===== src/rtl/aes_pkg.sv =====
// Shared AES-128 decrypt definitions: inverse S-box, GF(2^8) helpers, sizes and FSM states.
package aes_pkg;

    localparam int AES_NR    = 10;
    localparam int AES_BLK_W = 128;

    typedef enum logic [2:0] {
        ST_IDLE,
        ST_ROUND,
        ST_FINAL,
        ST_DONE_PRE,
        ST_DONE
    } aes_state_e;

    // Entry for input byte b lives at bits [(255-b)*8 +: 8].
    localparam logic [2047:0] INV_SBOX_TBL = {
        128'h52096ad53036a538bf40a39e81f3d7fb,
        128'h7ce339829b2fff87348e4344c4dee9cb,
        128'h547b9432a6c2233dee4c950b42fac34e,
        128'h082ea16628d924b2765ba2496d8bd125,
        128'h72f8f66486689816d4a45ccc5d65b692,
        128'h6c704850fdedb9da5e154657a78d9d84,
        128'h90d8ab008cbcd30af7e45805b8b34506,
        128'hd02c1e8fca3f0f02c1afbd0301138a6b,
        128'h3a9111414f67dcea97f2cfcef0b4e673,
        128'h96ac7422e7ad3585e2f937e81c75df6e,
        128'h47f11a711d29c5896fb7620eaa18be1b,
        128'hfc563e4bc6d279209adbc0fe78cd5af4,
        128'h1fdda8338807c731b11210592780ec5f,
        128'h60517fa919b54a0d2de57a9f93c99cef,
        128'ha0e03b4dae2af5b0c8ebbb3c83539961,
        128'h172b047eba77d626e169146355210c7d
    };

    function automatic logic [7:0] inv_sbox(input logic [7:0] b);
        logic [10:0] base;
        base = {~b, 3'b000};
        return INV_SBOX_TBL[base +: 8];
    endfunction

    function automatic logic [7:0] xtime(input logic [7:0] b);
        return {b[6:0], 1'b0} ^ (b[7] ? 8'h1b : 8'h00);
    endfunction

    function automatic logic [7:0] gmul9(input logic [7:0] b);
        return xtime(xtime(xtime(b))) ^ b;
    endfunction

    function automatic logic [7:0] gmul11(input logic [7:0] b);
        return xtime(xtime(xtime(b))) ^ xtime(b) ^ b;
    endfunction

    function automatic logic [7:0] gmul13(input logic [7:0] b);
        return xtime(xtime(xtime(b))) ^ xtime(xtime(b)) ^ b;
    endfunction

    function automatic logic [7:0] gmul14(input logic [7:0] b);
        return xtime(xtime(xtime(b))) ^ xtime(xtime(b)) ^ xtime(b);
    endfunction

endpackage


===== src/rtl/aes_inv_round.sv =====
// Combinational AES inverse round: InvShiftRows, InvSubBytes, AddRoundKey, then
// InvMixColumns unless final_i is set.
module aes_inv_round
    import aes_pkg::*;
(
    input  logic [AES_BLK_W-1:0] state_i,
    input  logic [AES_BLK_W-1:0] rk_i,
    input  logic                 final_i,
    output logic [AES_BLK_W-1:0] state_o
);

    logic [7:0] in_b  [16];
    logic [7:0] key_b [16];
    logic [7:0] ark_b [16];
    logic [7:0] mix_b [16];

    always_comb begin
        for (int n = 0; n < 16; n++) begin
            in_b[n]  = state_i[127-8*n -: 8];
            key_b[n] = rk_i[127-8*n -: 8];
        end
        // Byte (row r, col c) sits at index 4c+r; row r rotates right by r on decrypt.
        for (int c = 0; c < 4; c++) begin
            for (int r = 0; r < 4; r++) begin
                ark_b[4*c+r] = inv_sbox(in_b[4*((c - r + 4) % 4) + r]) ^ key_b[4*c+r];
            end
        end
        for (int c = 0; c < 4; c++) begin
            mix_b[4*c+0] = gmul14(ark_b[4*c+0]) ^ gmul11(ark_b[4*c+1])
                         ^ gmul13(ark_b[4*c+2]) ^ gmul9(ark_b[4*c+3]);
            mix_b[4*c+1] = gmul9(ark_b[4*c+0])  ^ gmul14(ark_b[4*c+1])
                         ^ gmul11(ark_b[4*c+2]) ^ gmul13(ark_b[4*c+3]);
            mix_b[4*c+2] = gmul13(ark_b[4*c+0]) ^ gmul9(ark_b[4*c+1])
                         ^ gmul14(ark_b[4*c+2]) ^ gmul11(ark_b[4*c+3]);
            mix_b[4*c+3] = gmul11(ark_b[4*c+0]) ^ gmul13(ark_b[4*c+1])
                         ^ gmul9(ark_b[4*c+2])  ^ gmul14(ark_b[4*c+3]);
        end
        state_o = '0;
        for (int n = 0; n < 16; n++) begin
            state_o[127-8*n -: 8] = final_i ? ark_b[n] : mix_b[n];
        end
    end

endmodule


===== src/rtl/aes_inv_cipher.sv =====
// Iterative AES-128 decryption core, one block in flight, round keys fetched by index.
// AES_INV_OUT_REG_EN: drive plaintext/out_valid from a dedicated output register (one extra cycle).
module aes_inv_cipher
    import aes_pkg::*;
(
    input  logic         clk,
    input  logic         rst,
    input  logic         in_valid,
    output logic         in_ready,
    input  logic [127:0] ciphertext,
    output logic [3:0]   rk_idx,
    input  logic [127:0] rk,
    output logic         out_valid,
    input  logic         out_ready,
    output logic [127:0] plaintext
);

    // Both ports transfer on a rising edge where valid && ready; a producer holds its
    // payload steady while valid is high and not yet accepted.
    aes_state_e   fsm_q, fsm_d;
    logic [127:0] state_q, state_d;
    logic [3:0]   cnt_q, cnt_d;
    logic [127:0] round_out;
    logic         final_rnd;

    aes_inv_round u_round (
        .state_i (state_q),
        .rk_i    (rk),
        .final_i (final_rnd),
        .state_o (round_out)
    );

    always_ff @(posedge clk or negedge rst) begin
        if (!rst) begin
            fsm_q   <= ST_IDLE;
            state_q <= '0;
            cnt_q   <= '0;
        end else begin
            fsm_q   <= fsm_d;
            state_q <= state_d;
            cnt_q   <= cnt_d;
        end
    end

    always_comb begin
        fsm_d     = fsm_q;
        state_d   = state_q;
        cnt_d     = cnt_q;
        rk_idx    = 4'(AES_NR);
        in_ready  = 1'b0;
        final_rnd = 1'b0;
        case (fsm_q)
            ST_IDLE: begin
                in_ready = rst;
                if (in_valid && rst) begin
                    state_d = ciphertext ^ rk;
                    cnt_d   = 4'(AES_NR - 1);
                    fsm_d   = ST_ROUND;
                end
            end
            ST_ROUND: begin
                rk_idx  = cnt_q;
                state_d = round_out;
                if (cnt_q == 4'd1) begin
                    fsm_d = ST_FINAL;
                end else begin
                    cnt_d = cnt_q - 4'd1;
                end
            end
            ST_FINAL: begin
                rk_idx    = 4'd0;
                final_rnd = 1'b1;
                state_d   = round_out;
`ifdef AES_INV_OUT_REG_EN
                fsm_d     = ST_DONE_PRE;
`else
                fsm_d     = ST_DONE;
`endif
            end
            ST_DONE_PRE: begin
                fsm_d = ST_DONE;
            end
            ST_DONE: begin
                if (out_ready) begin
                    fsm_d = ST_IDLE;
                end
            end
            default: begin
                fsm_d = ST_IDLE;
            end
        endcase
    end

`ifdef AES_INV_OUT_REG_EN
    logic [127:0] out_q, out_d;
    logic         out_valid_q, out_valid_d;

    always_ff @(posedge clk or negedge rst) begin
        if (!rst) begin
            out_q       <= '0;
            out_valid_q <= 1'b0;
        end else begin
            out_q       <= out_d;
            out_valid_q <= out_valid_d;
        end
    end

    always_comb begin
        out_d       = out_q;
        out_valid_d = out_valid_q;
        if (fsm_q == ST_DONE_PRE) begin
            out_d       = state_q;
            out_valid_d = 1'b1;
        end else if (fsm_q == ST_DONE && out_ready) begin
            out_valid_d = 1'b0;
        end
    end

    assign plaintext = out_q;
    assign out_valid = out_valid_q;
`else
    assign plaintext = state_q;
    assign out_valid = (fsm_q == ST_DONE);
`endif

endmodule

===== config.mk =====
export PLATFORM = sky130hd
export DESIGN_NAME = aes_inv_cipher
export DESIGN_NICKNAME = d
export VERILOG_FILES = /design/src/rtl/aes_pkg.sv /design/src/rtl/aes_inv_round.sv /design/src/rtl/aes_inv_cipher.sv
export SDC_FILE = /design/constraint.sdc
export NUM_CORES = 2
export LEC_CHECK = 0
export BUFFER_PORTS_ARGS = -buffer_cell sky130_fd_sc_hd__buf_2
export CORE_MARGIN = 10
export CORE_UTILIZATION = 28
export CTS_CLUSTER_SIZE = 25
export DETAILED_ROUTE_END_ITERATION = 6
export SLEW_MARGIN = 40
export SYNTH_ARGS = -nofsm -noshare
export SYNTH_HDL_FRONTEND = slang
export SYNTH_SLANG_ARGS = --single-unit

===== constraint.sdc =====
create_clock -name clk -period 6.9 [get_ports clk]
set_input_delay 0 -clock clk [delete_from_list [all_inputs] [get_ports clk]]
set_output_delay 0 -clock clk [all_outputs]
set_load 0.005 [all_outputs]

Yosys cells after proc, flatten, opt, wreduce, memory -nomap -nowiden
Index checks and enable logic that the tools add are counted.

Add/subtract/negate cells: 1. Eq/ne operators: 9. Shift-type cells: 16. Multiplexer cells: 76. Bitwise logic cells: 225. Reductions and logical operators: 9.

Operator list (number): $shiftx A2048 B12 Y8 const A (16); $xor A8 B8 Y8 (206); $pmux W128 S2 (1); $mux W5 (48); $mux W128 (1); $mux W8 (16); $not A8 Y8 (16); $xor A128 B128 Y128 (1); $pmux W4 S2 (2); $xor A8 B5 Y8 (2); $pmux W3 S4 (1); $mux W3 (3); $mux W4 (2); $eq A3 B2 Y1 const B (2); $ne A2 B2 Y1 const B (3); $reduce_and A3 Y1 (2); $eq A4 B1 Y1 const B (1); $reduce_bool A2 Y1 (2); $reduce_or A2 Y1 (2); $sub A4 B1 Y4 const B (1); $eq A3 B1 Y1 const B (1); $eq A3 B3 Y1 const B (1); $logic_not A3 Y1 (1); $mux W1 (2); other kinds (3) (3).

Register bits: 135. Input bits: 260. Output and inout bits: 134.

Depth between registers and ports, before layout
Depth after elaboration: 16. Depth in mapped cells: 21. Mapped depth without buffers: 15.

By module
Synthesis repeated with hierarchy kept, for this count alone.

Cell total of the unflattened synthesis: 10588. Area, all modules: 75537.4 um^2.

Modules (own cells, without submodules): aes_inv_round (times used 1, cells an instance 9672, area each 67071.8 um^2, sequential area each 0.0 um^2); aes_inv_cipher (times used 1, cells an instance 916, area each 8465.6 um^2, sequential area each 3378.2 um^2).

Least setup slack after synthesis
OpenSTA, ideal clock, no wires.

Path kind: register -> register. Start: reg state_q[33], in the netlist plaintext[33]. End: reg state_q[68], in the netlist plaintext[68]. Setup time: 0.148 ns. Arrival: 5.044 ns. Required time: 6.752 ns. Path slack: 1.708 ns. Stages on the path, launching flop included: 20. Period minus slack after synthesis: 5.192 ns. Cell sequence: dfrtp_1 buf_2 clkbuf_1 clkbuf_1 inv_1 ha_1 clkbuf_1 buf_2 nor2_1 a311o_1 a221oi_1 a211oi_1 and3_1 nor4_4 xor2_1 xor3_4 xor2_2 xnor2_1 mux2i_1 a221oi_2.

Word-level cells in the longest chain between the ends: 12. Elaborated cells on any way between the ends: 14.

Ends and longest elaborated chain: from (decl) (RTL line aes_inv_cipher.sv:21) `logic [127:0] state_q, state_d;`; from (signal assigned) (RTL line aes_inv_cipher.sv:40) `state_q <= state_d;`; $not A8 Y8 (*) (RTL line aes_pkg.sv:37) `base = {~b, 3'b000};`; $shiftx A2048 B12 Y8 (*) (RTL line aes_pkg.sv:38) `return INV_SBOX_TBL[base +: 8];`; $xor A8 B8 Y8 (*) (RTL line aes_inv_round.sv:25) `ark_b[4*c+r] = inv_sbox(in_b[4*((c - r + 4) % 4) + r]) ^ key_b[4*c+r];`; $xor A8 B8 Y8 (RTL line aes_pkg.sv:42) `return {b[6:0], 1'b0} ^ (b[7] ? 8'h1b : 8'h00);`; $mux W5 or $xor A8 B8 Y8 (tied branches) (RTL line aes_pkg.sv:42); $xor A8 B8 Y8 or $mux W5 (tied branches) (RTL line aes_pkg.sv:42); $xor A8 B8 Y8 (RTL line aes_pkg.sv:42); $xor A8 B8 Y8 (2 in a row) (RTL line aes_pkg.sv:58) `return xtime(xtime(xtime(b))) ^ xtime(xtime(b)) ^ xtime(b);`; $xor A8 B8 Y8 (RTL line aes_inv_round.sv:36) `^ gmul9(ark_b[4*c+2]) ^ gmul14(ark_b[4*c+3]);`; $mux W8 (*) (RTL line aes_inv_round.sv:40) `state_o[127-8*n -: 8] = final_i ? ark_b[n] : mix_b[n];`; $pmux W128 S2 (*) (RTL line aes_inv_cipher.sv:52) `case (fsm_q)`.

Mark *: on every way between the ends. The rest lies on a longest branch, timed or not. A chain may end at the register's enable or synchronous reset.

Worst setup path in the final report
Start: reg state_q[65], in the netlist plaintext[65]. End: reg state_q[112], in the netlist plaintext[112].

Word-level cells in the longest chain between the ends: 12. Elaborated cells on any way between the ends: 13.

Ends and longest elaborated chain: $not A8 Y8 (*) (RTL line aes_pkg.sv:37); $shiftx A2048 B12 Y8 (*) (RTL line aes_pkg.sv:38); $xor A8 B8 Y8 (*) (RTL line aes_inv_round.sv:25); $xor A8 B8 Y8 (2 in a row) (RTL line aes_pkg.sv:42); $mux W5 (RTL line aes_pkg.sv:42); $xor A8 B5 Y8 (RTL line aes_pkg.sv:42); $xor A8 B8 Y8 (RTL line aes_pkg.sv:54) `return xtime(xtime(xtime(b))) ^ xtime(xtime(b)) ^ b;`; $xor A8 B8 Y8 (*) (RTL line aes_pkg.sv:54); $xor A8 B8 Y8 (*) (RTL line aes_inv_round.sv:32) `^ gmul11(ark_b[4*c+2]) ^ gmul13(ark_b[4*c+3]);`; $mux W8 (*) (RTL line aes_inv_round.sv:40); $pmux W128 S2 (*) (RTL line aes_inv_cipher.sv:52).

Marks and branches as above.

==> results.json <==
{
  "hold_ws_ns": 0.0222,
  "vias_per_cell": 6.79,
  "die_height_um": 533,
  "io_buffers": 393,
  "cts_tree": "done",
  "crit_path_end_kind": "register",
  "maxCapViolations": 0,
  "initialDrtViolationCount": 17750,
  "worst-setup-path-type": "register to register",
  "worstPathArrival_ns": 6.83,
  "clock_path_buffers": 2,
  "hold_viol_final": 0,
  "r2r_slack_ns": 0.54,
  "cts_resized": 0,
  "cts_root_buf": "clkbuf_16",
  "synthArstFlopShare_pct": 100,
  "clk_latency_ns": 0.57,
  "grt_max_degree": 131,
  "syn_to_final_growth_pct": 7.03,
  "numCtsBuffers": 17,
  "grt_pass1_vias": 84254,
  "grt_pass1_wl_um": 635000,
  "syn_nets": 10910,
  "synth_edf_count": 0,
  "pin_count": 394,
  "worstHoldPathType": "input port to asynchronous set/reset pin",
  "synthFlopType": "dfrtp_1",
  "violations": "design-rule violations",
  "die_area_mm2": 0.284,
  "synth-seq-area-share_pct": 4.59,
  "place_ws_ns": 0.664,
  "slew-limit-headroom_pct": 35.6,
  "antenna_found_initial": 24,
  "synth_top_area_cell": "xnor2_1",
  "initial_utilization_pct": 28.1,
  "synth.most_common_cell": "a21oi_1",
  "finClkSkew_ns": 0.0234,
  "ys_ff_latch": 135,
  "die_w_um": 533,
  "critical_path_peak_fanout": 18,
  "hpwl_um": 326000,
  "netlist.area_leader.share_pct": 7.93,
  "clock-sinks": 135,
  "rsz0062_at_grt": "no",
  "core_area_mm2": 0.262,
  "nNetsFinal": 10592,
  "ys_warn_count": 0,
  "fin_tns_setup_ns": 0,
  "fmax_ghz": 0.157,
  "clk_pin_slew_worst_paths_ns": 0.07,
  "r2r-end": "plaintext[112]",
  "drive_above_1_share_pct": 14.2,
  "setup_slack_ns": 0.544,
  "vias": 92302,
  "wl_per_cell_um": 32.8,
  "synthTopCellsByArea": "xnor2_1 7.9%, a21oi_1 5.2%, ha_1 4.6%",
  "worstMarginPinSlew_ns": 0.959,
  "setup_viol": 0,
  "reg2reg_from": "plaintext[65]",
  "ys_top_cells_by_count": "760 x a21oi_1, 755 x nand2_1, 670 x nor2_1",
  "grt-ovfl-total": 0,
  "slew_viol_final": 0,
  "gp_congestion": 1.10,
  "utilization_pct": 30.1,
  "worstSetupStartpoint": "plaintext[65]",
  "syn-cell-area_mm2": 0.0737,
  "endpoint": "plaintext[112]",
  "syn_inst": 10377,
  "start_kind": "register",
  "avgSynthCellArea_um2": 7.10,
  "period_minus_slack_ns": 6.36,
  "yosysUniqueCellTypes": 127,
  "required_ns": 7.37,
  "antenna_left": 0,
  "grt_use_total_pct": 29.2,
  "worstRegToRegCells": 15,
  "num-fill-cells": 28852,
  "wirelength_um": 447000,
  "drc": 13,
  "placementRows": 188,
  "status": "complete, but fails checks",
  "htreeDepth": 4,
  "dr.pass1.iters": 7,
  "period_share_pct": 92.1
}
[stage by stage]
stage,cells,area [um^2]
floorplan,10377,73700
global placement,13526,77600
detailed placement,13528,77700
CTS,13583,78600
global route,13599,78800
finish,13603,78800
[repair_timing]
action,4_1_cts,5_1_grt
setup buffers,0,0
hold endpoints to repair,77,0
hold buffers,23,0
[critical path, stage by stage (launching register included)]
cell	delay [ns]
dfrtp_1	0.64
inv_1	0.26
ha_1	0.63
nand2b_1	0.46
a31oi_1	0.16
mux4_2	0.53
and2_1	0.19
o311ai_0	0.56
nand4_4	0.45
xor2_1	0.34
xnor3_1	0.45
xnor2_1	0.28
xnor2_1	0.11
o21ai_0	0.64
nand2_1	0.36
o21ai_0	0.15
[registers in the layout (all words and copies together) (netlist names)]
| signal | cells |
|---|---|
| plaintext | 128 |
| cnt_q | 4 |
| fsm_q | 3 |
[how the worst min path moves through the flow]
stage,from,to,slack [ns],cells after the start
2_1_floorplan,rst,cnt_q[0],-0.30,0
5_1_grt,rk[82],plaintext[82],0.03,3
6_report,rst,plaintext[21],0.02,2
3_5_place_dp,rst,plaintext[21],0.07,1
3_3_place_gp,rst,plaintext[21],0.07,1
4_1_cts,ciphertext[103],plaintext[103],0.0002,5
[final cells by class]
cell class                      count  area [um^2]  share of cell area, %
Tap cell                         3515         4400                   5.58
Multi-Input combinational cell   8839        63800                   80.9
Clock inverter                     12          201                  0.256
Timing Repair Buffer              852         5640                   7.15
Sequential cell                   135         3520                   4.46
Clock buffer                       20          447                  0.567
Antenna cell                       16         40.0                 0.0508
Inverter                          214          808                   1.03
[per-layer routing]
metal,GRT usage [%],up-vias,part of all wire (%),wire [um]
met4,18.8,10,8.4,37500
met5,0,-,0.014,63
met1,37.3,43891,38,168000
li1,-,38689,-,-
met3,8.62,1681,13,57700
met2,42.5,8031,41,183000
[cell families after synthesis]
group | share of synthesized area (%)
AND/OR/NAND/NOR | 22.7
flip-flops | 4.59
XOR/XNOR | 14.8
adder cells (fa/ha/maj) | 4.64
buffers and inverters | 9.27
AO/OA/AOI/OAI | 37.5
multiplexers | 6.48
[cells in the final DEF (no fill, tap or decap), drive strengths merged, types with 59 or more instances in the layout]
master,count
a2111oi,80
a211o,73
a211oi,252
a21o,70
a21oi,764
a221oi,166
a311oi,176
a31oi,191
a32oi,63
and2,108
and3,68
buf,828
dfrtp,135
ha,273
inv,190
mux2,60
mux2i,132
mux4,123
nand2,755
nand2b,367
nand3,279
nor2,672
nor2b,340
nor3,284
o2111ai,60
o211ai,231
o21ai,679
o221ai,132
o22ai,112
o311ai,145
o31ai,97
or2,91
or3,74
xnor2,716
xnor3,59
xor2,260
Power is left out: the tool's default activity adds up to more than one toggle a clock period on the data nets, which glitch-free logic cannot reach.
